### src/rtl/input_conditioner_pkg.sv
// Shared sizes and default timing for the board input conditioner.
package input_conditioner_pkg;

  localparam int unsigned NUM_BUTTONS        = 4;
  localparam int unsigned NUM_SWITCHES       = 16;
  localparam int unsigned DEF_TICK_DIV       = 100000;
  localparam int unsigned DEF_STABLE_SAMPLES = 10;
  localparam int unsigned DEF_REPEAT_SAMPLES = 250;
  localparam int unsigned CNT_W              = 4;

endpackage

### src/rtl/input_conditioner_debounce_channel.sv
// One raw input bit: 2-flop synchroniser, tick-sampled debounce, registered edge flags.
module input_conditioner_debounce_channel
  import input_conditioner_pkg::*;
#(
  parameter int unsigned STABLE_SAMPLES = DEF_STABLE_SAMPLES
) (
  input  logic clock_i,
  input  logic reset_i,
  input  logic tick_i,
  input  logic raw_i,
  output logic level_o,
  output logic rise_o,
  output logic fall_o
);

  logic             sync0_q, sync1_q;
  logic             level_q, level_d;
  logic             rise_q, fall_q;
  logic [CNT_W-1:0] cnt_q, cnt_d;

  // A disagreeing sample must persist STABLE_SAMPLES ticks; any agreeing tick restarts the count.
  always_comb begin
    level_d = level_q;
    cnt_d   = cnt_q;
    if (tick_i) begin
      if (sync1_q != level_q) begin
        if (cnt_q == CNT_W'(STABLE_SAMPLES - 1)) begin
          level_d = sync1_q;
          cnt_d   = '0;
        end else begin
          cnt_d = cnt_q + CNT_W'(1);
        end
      end else begin
        cnt_d = '0;
      end
    end
  end

  always_ff @(posedge clock_i) begin
    if (reset_i) begin
      sync0_q <= 1'b0;
      sync1_q <= 1'b0;
      level_q <= 1'b0;
      cnt_q   <= '0;
      rise_q  <= 1'b0;
      fall_q  <= 1'b0;
    end else begin
      sync0_q <= raw_i;
      sync1_q <= sync0_q;
      level_q <= level_d;
      cnt_q   <= cnt_d;
      rise_q  <= level_d & ~level_q;
      fall_q  <= ~level_d & level_q;
    end
  end

  assign level_o = level_q;
  assign rise_o  = rise_q;
  assign fall_o  = fall_q;

endmodule

### src/rtl/input_conditioner.sv
// Debounces buttons and switches and emits armed, single-cycle press/toggle pulses.
// Optional button auto-repeat is enabled by defining INPUT_COND_AUTOREPEAT_EN.
module input_conditioner
  import input_conditioner_pkg::*;
#(
  parameter int unsigned TICK_DIV       = DEF_TICK_DIV,
  parameter int unsigned STABLE_SAMPLES = DEF_STABLE_SAMPLES,
  parameter int unsigned REPEAT_SAMPLES = DEF_REPEAT_SAMPLES
) (
  input  logic                    clock_i,
  input  logic                    reset_i,
  input  logic [NUM_BUTTONS-1:0]  buttons_i,
  input  logic [NUM_SWITCHES-1:0] switches_i,
  output logic [NUM_BUTTONS-1:0]  buttons_level_o,
  output logic [NUM_BUTTONS-1:0]  buttons_press_o,
  output logic [NUM_SWITCHES-1:0] switches_level_o,
  output logic [NUM_SWITCHES-1:0] switches_toggle_o,
  output logic                    any_toggle_o,
  output logic                    armed_o
);

  localparam int unsigned PRE_W = (TICK_DIV > 1) ? $clog2(TICK_DIV) : 1;
  localparam int unsigned ARM_W = $clog2(STABLE_SAMPLES + 2);

  logic [PRE_W-1:0]        pre_q, pre_d;
  logic                    tick_c;
  logic [ARM_W-1:0]        arm_q, arm_d;
  logic                    armed_q, armed_d;
  logic [NUM_BUTTONS-1:0]  btn_level_c, btn_rise_c, btn_fall_unused;
  logic [NUM_SWITCHES-1:0] sw_level_c, sw_rise_c, sw_fall_c;
  logic [NUM_BUTTONS-1:0]  rep_fire_c;
  logic [NUM_BUTTONS-1:0]  press_q, press_d;
  logic [NUM_SWITCHES-1:0] toggle_q, toggle_d;

  assign tick_c = (pre_q == PRE_W'(TICK_DIV - 1));

  // Prescaler wraps; arming counter saturates so armed stays high until reset.
  always_comb begin
    pre_d   = tick_c ? '0 : pre_q + PRE_W'(1);
    arm_d   = arm_q;
    armed_d = armed_q | (arm_q == ARM_W'(STABLE_SAMPLES + 1));
    if (tick_c && (arm_q != ARM_W'(STABLE_SAMPLES + 1))) begin
      arm_d = arm_q + ARM_W'(1);
    end
    press_d  = armed_q ? (btn_rise_c | rep_fire_c) : '0;
    toggle_d = armed_q ? (sw_rise_c | sw_fall_c) : '0;
  end

  always_ff @(posedge clock_i) begin
    if (reset_i) begin
      pre_q    <= '0;
      arm_q    <= '0;
      armed_q  <= 1'b0;
      press_q  <= '0;
      toggle_q <= '0;
    end else begin
      pre_q    <= pre_d;
      arm_q    <= arm_d;
      armed_q  <= armed_d;
      press_q  <= press_d;
      toggle_q <= toggle_d;
    end
  end

  for (genvar n = 0; n < NUM_BUTTONS; n++) begin : g_btn
    input_conditioner_debounce_channel #(.STABLE_SAMPLES(STABLE_SAMPLES)) u_chan (
      .clock_i (clock_i),
      .reset_i (reset_i),
      .tick_i  (tick_c),
      .raw_i   (buttons_i[n]),
      .level_o (btn_level_c[n]),
      .rise_o  (btn_rise_c[n]),
      .fall_o  (btn_fall_unused[n])
    );
  end

  for (genvar n = 0; n < NUM_SWITCHES; n++) begin : g_sw
    input_conditioner_debounce_channel #(.STABLE_SAMPLES(STABLE_SAMPLES)) u_chan (
      .clock_i (clock_i),
      .reset_i (reset_i),
      .tick_i  (tick_c),
      .raw_i   (switches_i[n]),
      .level_o (sw_level_c[n]),
      .rise_o  (sw_rise_c[n]),
      .fall_o  (sw_fall_c[n])
    );
  end

`ifdef INPUT_COND_AUTOREPEAT_EN
  localparam int unsigned REP_W = 8;

  logic [NUM_BUTTONS-1:0][REP_W-1:0] rep_q, rep_d;
  logic [NUM_BUTTONS-1:0]            rep_init_q, rep_init_d;

  // First period of REPEAT_SAMPLES ticks only sets the init flag, giving a 2x initial delay.
  always_comb begin
    rep_d      = rep_q;
    rep_init_d = rep_init_q;
    rep_fire_c = '0;
    for (int n = 0; n < int'(NUM_BUTTONS); n++) begin
      if (!btn_level_c[n]) begin
        rep_d[n]      = '0;
        rep_init_d[n] = 1'b0;
      end else if (tick_c && armed_q) begin
        if (rep_q[n] == REP_W'(REPEAT_SAMPLES - 1)) begin
          rep_d[n]      = '0;
          rep_init_d[n] = 1'b1;
          rep_fire_c[n] = rep_init_q[n];
        end else begin
          rep_d[n] = rep_q[n] + REP_W'(1);
        end
      end
    end
  end

  always_ff @(posedge clock_i) begin
    if (reset_i) begin
      rep_q      <= '0;
      rep_init_q <= '0;
    end else begin
      rep_q      <= rep_d;
      rep_init_q <= rep_init_d;
    end
  end
`else
  logic unused_repeat_c;
  assign unused_repeat_c = ^REPEAT_SAMPLES;
  assign rep_fire_c      = '0;
`endif

  assign buttons_level_o   = btn_level_c;
  assign buttons_press_o   = press_q;
  assign switches_level_o  = sw_level_c;
  assign switches_toggle_o = toggle_q;
  assign any_toggle_o      = |toggle_q;
  assign armed_o           = armed_q;

endmodule
### config.mk
export PLATFORM = sky130hd
export DESIGN_NAME = input_conditioner
export DESIGN_NICKNAME = d
export VERILOG_FILES = /design/src/rtl/input_conditioner_pkg.sv /design/src/rtl/input_conditioner_debounce_channel.sv /design/src/rtl/input_conditioner.sv
export SDC_FILE = /design/constraint.sdc
export NUM_CORES = 1
export LEC_CHECK = 0
export CAP_MARGIN = 20
export CORE_AREA = 2 2 156 158
export CTS_CLUSTER_DIAMETER = 30
export CTS_CLUSTER_SIZE = 25
export DETAILED_ROUTE_END_ITERATION = 6
export DIE_AREA = 0 0 158 160
export SLEW_MARGIN = 25
export SYNTH_ARGS = -nofsm -noshare
export SYNTH_HDL_FRONTEND = slang
export SYNTH_SLANG_ARGS = --single-unit
### constraint.sdc
create_clock -name clock_i -period 1.7 [get_ports clock_i]
set_input_delay 0.34 -clock clock_i [delete_from_list [all_inputs] [get_ports clock_i]]
set_output_delay 0.34 -clock clock_i [all_outputs]
set_load 0.02 [all_outputs]
; ---- After elaboration in Yosys (flattened, before gate mapping)
; Index checks and enable logic that the tools add are counted.
[totals]
regBits = 218
latchBits = 0
ramBits = 0
rom_bits = 0
input_bits = 22
out_inout_bits = 42
memories = 0
[classes]
n_addsub = 22
n_mul = 0
div_mod_pow = 0
order_cmp = 0
n_eq_ne = 43
shifts = 0
muxes = 100
bitwise_logic = 75
reduce_logical = 4
[op_table]
columns = operator, n
row1 = 4-bit 2-to-1 mux, 40
row2 = "4-bit by 1-bit adder with 4-bit output, second input constant", 21
row3 = "4-bit == test, second input constant", 21
row4 = 1-bit 2-to-1 mux, 60
row5 = 1-bit inverter, 37
row6 = 1-bit AND, 36
row7 = 1-bit != test, 20
row8 = "17-bit by 1-bit adder with 17-bit output, second input constant", 1
row9 = "17-bit == test, second input constant", 1
row10 = 16-bit OR, 1
row11 = 16-bit OR reduction, 1
row12 = "4-bit != test, second input constant", 1
row13 = 2-bit OR reduction, 2
row14 = 1-bit logical AND, 1
row15 = 1-bit OR, 1

; ---- Logic depth before layout (Yosys ltp)
; Gate-level depths: netlist of run 1.
[depth]
depth_word = 6
depth_mapped = 8
mapped_depth_nobuf = 6

; ---- Modules after synthesis
; Synthesis of run 1 repeated with hierarchy kept, for this count alone.
[hier_totals]
hier_cells = 1086
area_unflattened_um2 = 9968.3
[modules_own_cells]
columns = module, n_inst, cells_per_inst, area_per_inst_um2
row1 = input_conditioner_debounce_channel, 20, 45, 416.6
row2 = input_conditioner, 1, 186, 1635.3

; ---- Least setup slack after synthesis of run 1
; OpenSTA, ideal clock, no wires.
[synth_path]
path_kind = register to register
startpoint = register pre_q[0]
endpoint = register g_sw[0].u_chan.rise_q
setup_ps = 60
arrival_time_ps = 1811
path_slack_ps = -172
path_stages_with_launch = 9
path_buffers = 3
path_cell_list = dfxtp_1 > ha_1 > and4_1 > nand4_1 > buf_2 > or2_1 > buf_6 > buf_6 > and4bb_2
[synth_via]
elab_chain_len = 3
[synth_rtl]
columns = element, line_no
row1 = from (decl), input_conditioner.sv:25  ; logic [PRE_W-1:0] pre_q, pre_d;
row2 = from (signal assigned), input_conditioner.sv:57  ; pre_q <= pre_d;
row3 = 17-bit == test, input_conditioner.sv:35  ; assign tick_c = (pre_q == PRE_W'(TICK_DIV - 1));
row4 = 1-bit 2-to-1 mux, input_conditioner_debounce_channel.sv:25  ; if (tick_i) begin
row5 = 1-bit AND, input_conditioner_debounce_channel.sv:52  ; rise_q <= level_d & ~level_q;
row6 = to (signal assigned), input_conditioner_debounce_channel.sv:52
row7 = to (decl), input_conditioner_debounce_channel.sv:18  ; logic rise_q, fall_q;
; No other way between the ends.
; A chain may end at the register's enable or synchronous reset.

; ---- Worst setup path in the final report of run 1
[layout_path]
startpoint = register pre_q[0]
endpoint = register g_sw[14].u_chan.cnt_q[2]
[layout_via]
elab_chain_len = 1
[layout_rtl]
columns = element, line_no
row1 = 17-bit == test, input_conditioner.sv:35
row2 = to (signal assigned), input_conditioner_debounce_channel.sv:51  ; cnt_q <= cnt_d;
row3 = to (decl), input_conditioner_debounce_channel.sv:19  ; logic [CNT_W-1:0] cnt_q, cnt_d;
; No other way between the ends.

==> impl_metrics.env, run 1 <==
export IMPL_clock_latency_ns=0.52
export IMPL_cts_tree="yes"
export IMPL_clk_path_buf_depth=3
export IMPL_ir_drop_mv=0.644
export IMPL_r2r_slack_ns=-0.16
export IMPL_synth_area_leader_cell="dfxtp_1"
export IMPL_clock_sinks=218
export IMPL_clk_pin_slew_ns=0.05
export IMPL_finalCritPeriodShare=1.09
export IMPL_failed_checks="negative setup slack"
export IMPL_layout_setup_ws_ns=-0.160
export IMPL_gp_congestion=0.759
export IMPL_nNetsFinal=1169
export IMPL_rr_endpoint="g_sw[14].u_chan.cnt_q[2]$_SDFFE_PP0N_"
export IMPL_min_to="g_sw[15].u_chan.cnt_q[0]$_SDFFE_PP0N_"
export IMPL_path_cells="ha_4 -> and4_4 -> buf_6 -> buf_6 -> and4_4 -> buf_6 -> buf_12 -> nand4b_1 -> a21oi_1"
export IMPL_ys_types=34
export IMPL_layout_drive_gt1_share=0.227
export IMPL_first_global_vias=6915
export IMPL_worst_clock_skew_ns=0.0104
export IMPL_path_delay_family="simple AND/OR/NAND/NOR gates"
export IMPL_required_ns=2.14
export IMPL_fin_cells=1463
export IMPL_multi_input_comb_area_um2=4840
export IMPL_clock_fmax_ghz=0.538
export IMPL_ant_nets=0
export IMPL_drt_iter0_drc=394
export IMPL_yosysWarnings=0
export IMPL_drc=0
export IMPL_seqCellArea_um2=4370
export IMPL_synth_top_area_frac=0.469
export IMPL_syn_avg_cell_area_um2=9.34
export IMPL_synth_edff_count=0
export IMPL_synthTopCellsByArea="dfxtp_1, ha_1, a21oi_1"
export IMPL_grt_max_degree=57
export IMPL_power_density_nw_per_um2=1130
export IMPL_hold_path_startpoint="reset_i"
export IMPL_p_leak_nw=4.86
export IMPL_cts_root_buf="clkbuf_16"
export IMPL_crit_buf_inv=4
export IMPL_placed_cells=1343
export IMPL_cpMostUsedCell="buf_6"
export IMPL_initial_utilization=0.391
export IMPL_cts_hold_buf=0
export IMPL_hold_viol=0
export IMPL_port_buffers=63
export IMPL_total_power_w=0.0147
export IMPL_holdPathStages=3
export IMPL_synth_main_ff_cell="dfxtp_1"
export IMPL_finalSetupViolations=143
export IMPL_final_min_clock_period_ns=1.86
export IMPL_viasPerCell=5.08
export IMPL_detailed_place_area_um2=10300
export IMPL_grt_overflow=0
export IMPL_netlist_instances=996
export IMPL_yosysSeqAreaShare=0.469
export IMPL_wirelength_mm=22.7
export IMPL_critPathArrivalTime_ns=2.30
export IMPL_worstSetupPathType="register to register"
export IMPL_met2_usage=0.279
export IMPL_worst_r2r_path_depth=9
export IMPL_rsz0062_at_grt="true"
export IMPL_fillers=2085
export IMPL_busiest_layer="met2"
export IMPL_slowest_stage="dfxtp_4"
export IMPL_syn_cell_area_um2=9300
export IMPL_cpPeakStageDelay_ns=0.35
export IMPL_end_kind="register"
export IMPL_hold_path_class="input pin to register"
export IMPL_max_cap_violations=0
export IMPL_die_y_um=160
export IMPL_core_area_um2=23800
export IMPL_max_slew_margin=0.596
export IMPL_first_pass_iters=5
export IMPL_hpwl_mm=11.7
export IMPL_cts_htree_levels=2
export IMPL_finalSetupTns_ns=-10.91
export IMPL_design_area_um2=13000
export IMPL_rows=57
export IMPL_num_vias=7425
export IMPL_die_width_um=158
export IMPL_antenna_cells=0
export IMPL_r2r_start="pre_q[0]$_SDFF_PP0_"
export IMPL_ys_async_sr_fraction=0
export IMPL_drv_slew=0
export IMPL_worst_slew_pin_slew_ns=0.604
export IMPL_ys_ff_latch=218
export IMPL_grt_util_met1=0.227
export IMPL_antenna_found_initial=0
export IMPL_outcome="finished with violations"
export IMPL_wl_per_cell_um=15.5
export IMPL_grtUsageMet3=0.0361
export IMPL_synth_common_cells="dfxtp_1, a21oi_1, nor2_1"
export IMPL_crit_path_start_kind="register"
export IMPL_io_pins=64
export IMPL_whs_ns=0.258
export IMPL_dieArea_um2=25300
export IMPL_yosysMostFrequentCell="dfxtp_1"
export IMPL_track_usage=0.172
export IMPL_syn_nets=1060
export IMPL_path_max_fanout=8
export IMPL_cts_buffers_inserted=48
export IMPL_area_growth_pct=40.1
export IMPL_grt_pass1_wl_mm=35.1
[cell usage in the layout, fill, tap and decap left out, types with 8 or more instances in the layout]
| cell type | netlist | routed |
|---|---|---|
| a21bo_2 | 14 | 8 |
| a21oi_1 | 104 | 87 |
| a21oi_2 | 0 | 17 |
| and3b_1 | 20 | 20 |
| and4bb_2 | 22 | 22 |
| buf_12 | 0 | 8 |
| buf_16 | 0 | 10 |
| buf_4 | 20 | 40 |
| buf_6 | 4 | 8 |
| clkbuf_16 | 0 | 56 |
| clkdlybuf4s50_1 | 0 | 20 |
| dfxtp_1 | 218 | 212 |
| dlygate4sd2_1 | 0 | 36 |
| ha_1 | 42 | 41 |
| inv_1 | 34 | 34 |
| nand2_1 | 44 | 44 |
| nand3_1 | 45 | 42 |
| nand3b_1 | 43 | 43 |
| nand4_1 | 8 | 8 |
| nand4b_1 | 20 | 20 |
| nor2_1 | 72 | 58 |
| nor2_4 | 0 | 13 |
| nor2b_1 | 41 | 41 |
| nor3_1 | 24 | 24 |
| nor3b_1 | 21 | 21 |
| nor4_1 | 15 | 8 |
| o21ai_0 | 50 | 31 |
| o21ai_1 | 0 | 15 |
| or4_1 | 21 | 17 |
| xnor2_1 | 31 | 31 |
[per-stage QoR]
stage | setup WS (ns) | util
after floorplan | -0.0710 | -
after global placement | -0.0603 | 0.433
after detailed placement | -0.0973 | 0.433
after CTS | -0.171 | 0.527
after global routing | -0.241 | 0.547
final | -0.160 | 0.547
[worst register-to-register path, cell delays in order (launching register included)]
cell	delay (ns)
dfxtp_4	0.35
ha_4	0.13
and4_4	0.20
buf_6	0.10
buf_6	0.08
and4_4	0.33
buf_6	0.18
buf_12	0.14
nand4b_1	0.11
a21oi_1	0.17
[worst max path at each step]
stage | slack [ns] | endpoint | start | cells past startpoint
after global placement | -0.06 | g_sw[12].u_chan.cnt_q[3]$_SDFFE_PP0N_ | pre_q[1]$_SDFF_PP0_ | 6
after CTS | -0.17 | g_sw[11].u_chan.cnt_q[3]$_SDFFE_PP0N_ | pre_q[1]$_SDFF_PP0_ | 8
after global routing | -0.24 | g_sw[9].u_chan.cnt_q[3]$_SDFFE_PP0N_ | pre_q[0]$_SDFF_PP0_ | 7
final | -0.16 | g_sw[14].u_chan.cnt_q[2]$_SDFFE_PP0N_ | pre_q[0]$_SDFF_PP0_ | 9
after floorplan | -0.07 | g_sw[0].u_chan.rise_o$_SDFF_PP0_ | pre_q[1]$_SDFF_PP0_ | 8
after detailed placement | -0.1 | g_sw[9].u_chan.cnt_q[3]$_SDFFE_PP0N_ | pre_q[1]$_SDFF_PP0_ | 6
[per-layer routing]
metal  routed length [um]  up-vias
met4                  427        0
met2                10700      154
met3                  954       35
met1                10600     3524
met5                    0        -
li1                     -     3712
[cell type report]
class | count | area share
repair buffers | 140 | 0.127
clock buffers | 62 | 0.102
well taps | 324 | 0.0311
flip-flops and latches | 218 | 0.336
inverters | 34 | 0.00979
multi-input cells | 663 | 0.371
clock inverters | 22 | 0.0229
[flip-flops by register name (all words and copies together) (netlist names)]
name / flops
armed_o: 1
g_sw.u_chan.rise_o: 16
g_btn.u_chan.sync0_q: 4
g_sw.u_chan.cnt_q: 64
g_sw.u_chan.sync0_q: 16
buttons_press_o: 4
g_sw.u_chan.level_o: 16
g_btn.u_chan.sync1_q: 4
g_btn.u_chan.cnt_q: 16
pre_q: 17
g_sw.u_chan.sync1_q: 16
g_btn.u_chan.rise_o: 4
g_btn.u_chan.level_o: 4
g_sw.u_chan.fall_o: 16
switches_toggle_o: 16
arm_q: 4
[cell families after synthesis]
family | share of synthesized area
and+or+nand+nor | 0.285
DFF | 0.469
AOI/OAI and AO/OA | 0.0979
buffers and inverters | 0.0588
adders and majority gates | 0.0565
xor gates and xnor gates | 0.0329
[where the power goes]
part           switching, W  leakage, nW  internal, W  total (W)
registers         0.0000353         1.77      0.00518    0.00521
logic              0.000154         2.31     0.000128   0.000282
clock network       0.00282        0.786      0.00640    0.00923
total               0.00301         4.86       0.0117     0.0147
[timing repair]
item,4_1_cts,5_1_grt
gates resized for setup,104,106
cloned,14,7
pin swaps,95,57
buffers inserted,20,6
setup endpoints to repair,124,163
Note: power is estimated with default switching activity, not from simulation.
==> run 2: changes to the inputs <==
--- a/config.mk
+++ b/config.mk
@@ -5,12 +5,14 @@
 export SDC_FILE = /design/constraint.sdc
 export NUM_CORES = 1
 export LEC_CHECK = 0
-export CAP_MARGIN = 20
+export ABC_AREA = 0
+export CAP_MARGIN = 10
 export CORE_AREA = 2 2 156 158
 export CTS_CLUSTER_DIAMETER = 30
 export CTS_CLUSTER_SIZE = 25
 export DETAILED_ROUTE_END_ITERATION = 6
 export DIE_AREA = 0 0 158 160
+export SKIP_LAST_GASP = 1
 export SLEW_MARGIN = 25
 export SYNTH_ARGS = -nofsm -noshare
 export SYNTH_HDL_FRONTEND = slang
==> run 2 against run 1 <==
Effect of this change: the flow still finishes with violations (negative setup slack); clock power is essentially flat; worst hold slack improved by 0.012 ns; sequential power about the same; utilization is essentially flat; critical path type unchanged; highest routed layer unchanged.
==> impl_metrics.env, run 2 (synthesized netlist as in run 1, its figures left out) <==
export IMPL_outcome="finished with violations"
export IMPL_failed_checks="negative setup slack"
export IMPL_clk_pin_slew_ns=0.05
export IMPL_core_area_um2=23800
export IMPL_power_density_nw_per_um2=1130
export IMPL_final_util=0.547
export IMPL_drv_slew=0
export IMPL_dieArea_um2=25300
export IMPL_crit_path_start_kind="register"
export IMPL_startpoint="pre_q[15]$_SDFF_PP0_"
export IMPL_critPathArrivalTime_ns=2.31
export IMPL_holdPathStages=3
export IMPL_nNetsFinal=1169
export IMPL_design_area_um2=13000
export IMPL_cts_htree_levels=2
export IMPL_required_ns=2.15
export IMPL_die_width_um=158
export IMPL_grt_overflow=0
export IMPL_finalSetupViolations=152
export IMPL_r2r_start="pre_q[15]$_SDFF_PP0_"
export IMPL_p_leak_nw=4.86
export IMPL_final_min_clock_period_ns=1.86
export IMPL_rows=57
export IMPL_ant_nets=0
export IMPL_clock_sinks=218
export IMPL_area_growth_pct=40.1
export IMPL_placed_cells=1343
export IMPL_finalCritPeriodShare=1.09
export IMPL_wl_per_cell_um=15.3
export IMPL_viasPerCell=5.05
export IMPL_track_usage=0.171
export IMPL_total_power_w=0.0147
export IMPL_num_vias=7386
export IMPL_layout_setup_ws_ns=-0.158
export IMPL_clk_path_buf_depth=3
export IMPL_drc=0
export IMPL_whs_ns=0.270
export IMPL_first_pass_iters=5
export IMPL_clock_latency_ns=0.52
export IMPL_ir_drop_mv=0.647
export IMPL_cts_hold_buf=0
export IMPL_hpwl_mm=11.7
export IMPL_wirelength_mm=22.3
export IMPL_first_global_vias=6892
export IMPL_gp_congestion=0.759
export IMPL_detailed_place_area_um2=10300
export IMPL_fin_cells=1463
export IMPL_port_buffers=63
export IMPL_rr_endpoint="g_sw[14].u_chan.cnt_q[3]$_SDFFE_PP0N_"
export IMPL_cp_endpoint="g_sw[14].u_chan.cnt_q[3]$_SDFFE_PP0N_"
export IMPL_cts_buffers_inserted=48
export IMPL_clock_fmax_ghz=0.538
export IMPL_die_y_um=160
export IMPL_end_kind="register"
export IMPL_layout_drive_gt1_share=0.227
export IMPL_path_max_fanout=5
export IMPL_worstSetupPathType="register to register"
export IMPL_worst_r2r_path_depth=6
export IMPL_rsz0062_at_grt="true"
export IMPL_hold_viol=0
export IMPL_fillers=2090
export IMPL_cts_tree="yes"
export IMPL_drt_iter0_drc=337
export IMPL_layout_commonest_cell="dfxtp_1"
export IMPL_grt_pass1_wl_mm=35.0
export IMPL_reg_largest_list="g_sw.u_chan.cnt_q (64), pre_q (17)"
export IMPL_io_pins=64
export IMPL_max_slew_margin=0.618
export IMPL_largest_register_ffs=64
export IMPL_cts_root_buf="clkbuf_16"
export IMPL_grt_max_degree=57
export IMPL_regMostFlops="g_sw.u_chan.cnt_q"
export IMPL_antenna_cells=0
export IMPL_worst_clock_skew_ns=0.0125
export IMPL_max_cap_violations=0
export IMPL_final_cell_mix="dfxtp_1, a21oi_1, nor2_1, clkbuf_16, nand2_1"
export IMPL_r2r_slack_ns=-0.16
export IMPL_antenna_found_initial=0
export IMPL_initial_utilization=0.391
export IMPL_hold_path_class="input pin to register"
export IMPL_worst_slew_pin_slew_ns=0.572
-- run 2: timing repair --
action | in CTS | in global routing
hold endpoints to repair | 0 | 0
endpoints found under the setup margin | 124 | 161
pin swaps | 55 | 84
cloned | 14 | 6
setup buffers | 20 | 10
resized for setup | 93 | 131
-- run 2: per-layer routing --
layer / vias to the layer above / wire length, um / part of all wire / GRT usage
li1: 3707 / - / - / -
met1: 3510 / 10400 / 0.47 / 0.228
met2: 137 / 10500 / 0.47 / 0.279
met3: 32 / 1010 / 0.045 / 0.0350
met4: 0 / 387 / 0.017 / 0.0528
met5: - / 0 / 0 / 0
-- run 2: report_power, final --
| part | switching (W) | internal [W] | total (W) |
|---|---|---|---|
| sequential | 0.0000357 | 0.00518 | 0.00521 |
| clock | 0.00283 | 0.00640 | 0.00923 |
| combinational | 0.000155 | 0.000128 | 0.000283 |
| total | 0.00302 | 0.0117 | 0.0147 |
-- run 2: cell type report --
type,instances,area [um^2],area share
Inverter,34,128,0.00979
Multi-Input combinational cell,663,4850,0.372
Timing Repair Buffer,140,1640,0.126
Tap cell,324,405,0.0311
Clock buffer,62,1340,0.102
Sequential cell,218,4370,0.335
Clock inverter,22,299,0.0229
-- run 2: worst min-delay path by stage --
stage	from	end
after floorplan	g_btn[0].u_chan.rise_o$_SDFF_PP0_	buttons_press_o[0]$_SDFF_PP0_
after global placement	g_btn[0].u_chan.rise_o$_SDFF_PP0_	buttons_press_o[0]$_SDFF_PP0_
after detailed placement	g_btn[0].u_chan.rise_o$_SDFF_PP0_	buttons_press_o[0]$_SDFF_PP0_
after CTS	reset_i	g_btn[2].u_chan.level_o$_SDFF_PP0_
after global routing	reset_i	g_sw[15].u_chan.cnt_q[1]$_SDFFE_PP0N_
final	reset_i	g_sw[15].u_chan.cnt_q[0]$_SDFFE_PP0N_
-- run 2: critical path, stage by stage, from the launching register on --
cell and delay, ns:
dfxtp_1 0.37, and4bb_2 0.30, nand4_1 0.14, buf_4 0.20, buf_8 0.14, or4_4 0.51
a21oi_2 0.14
-- run 2: through the flow --
step                setup slack [ns]  setup TNS (ns)
finish                        -0.158           -7.93
global route                  -0.241          -20.43
global placement             -0.0603          -0.410
detailed placement           -0.0973           -3.57
CTS                           -0.259          -12.35
floorplan                    -0.0710           -1.58
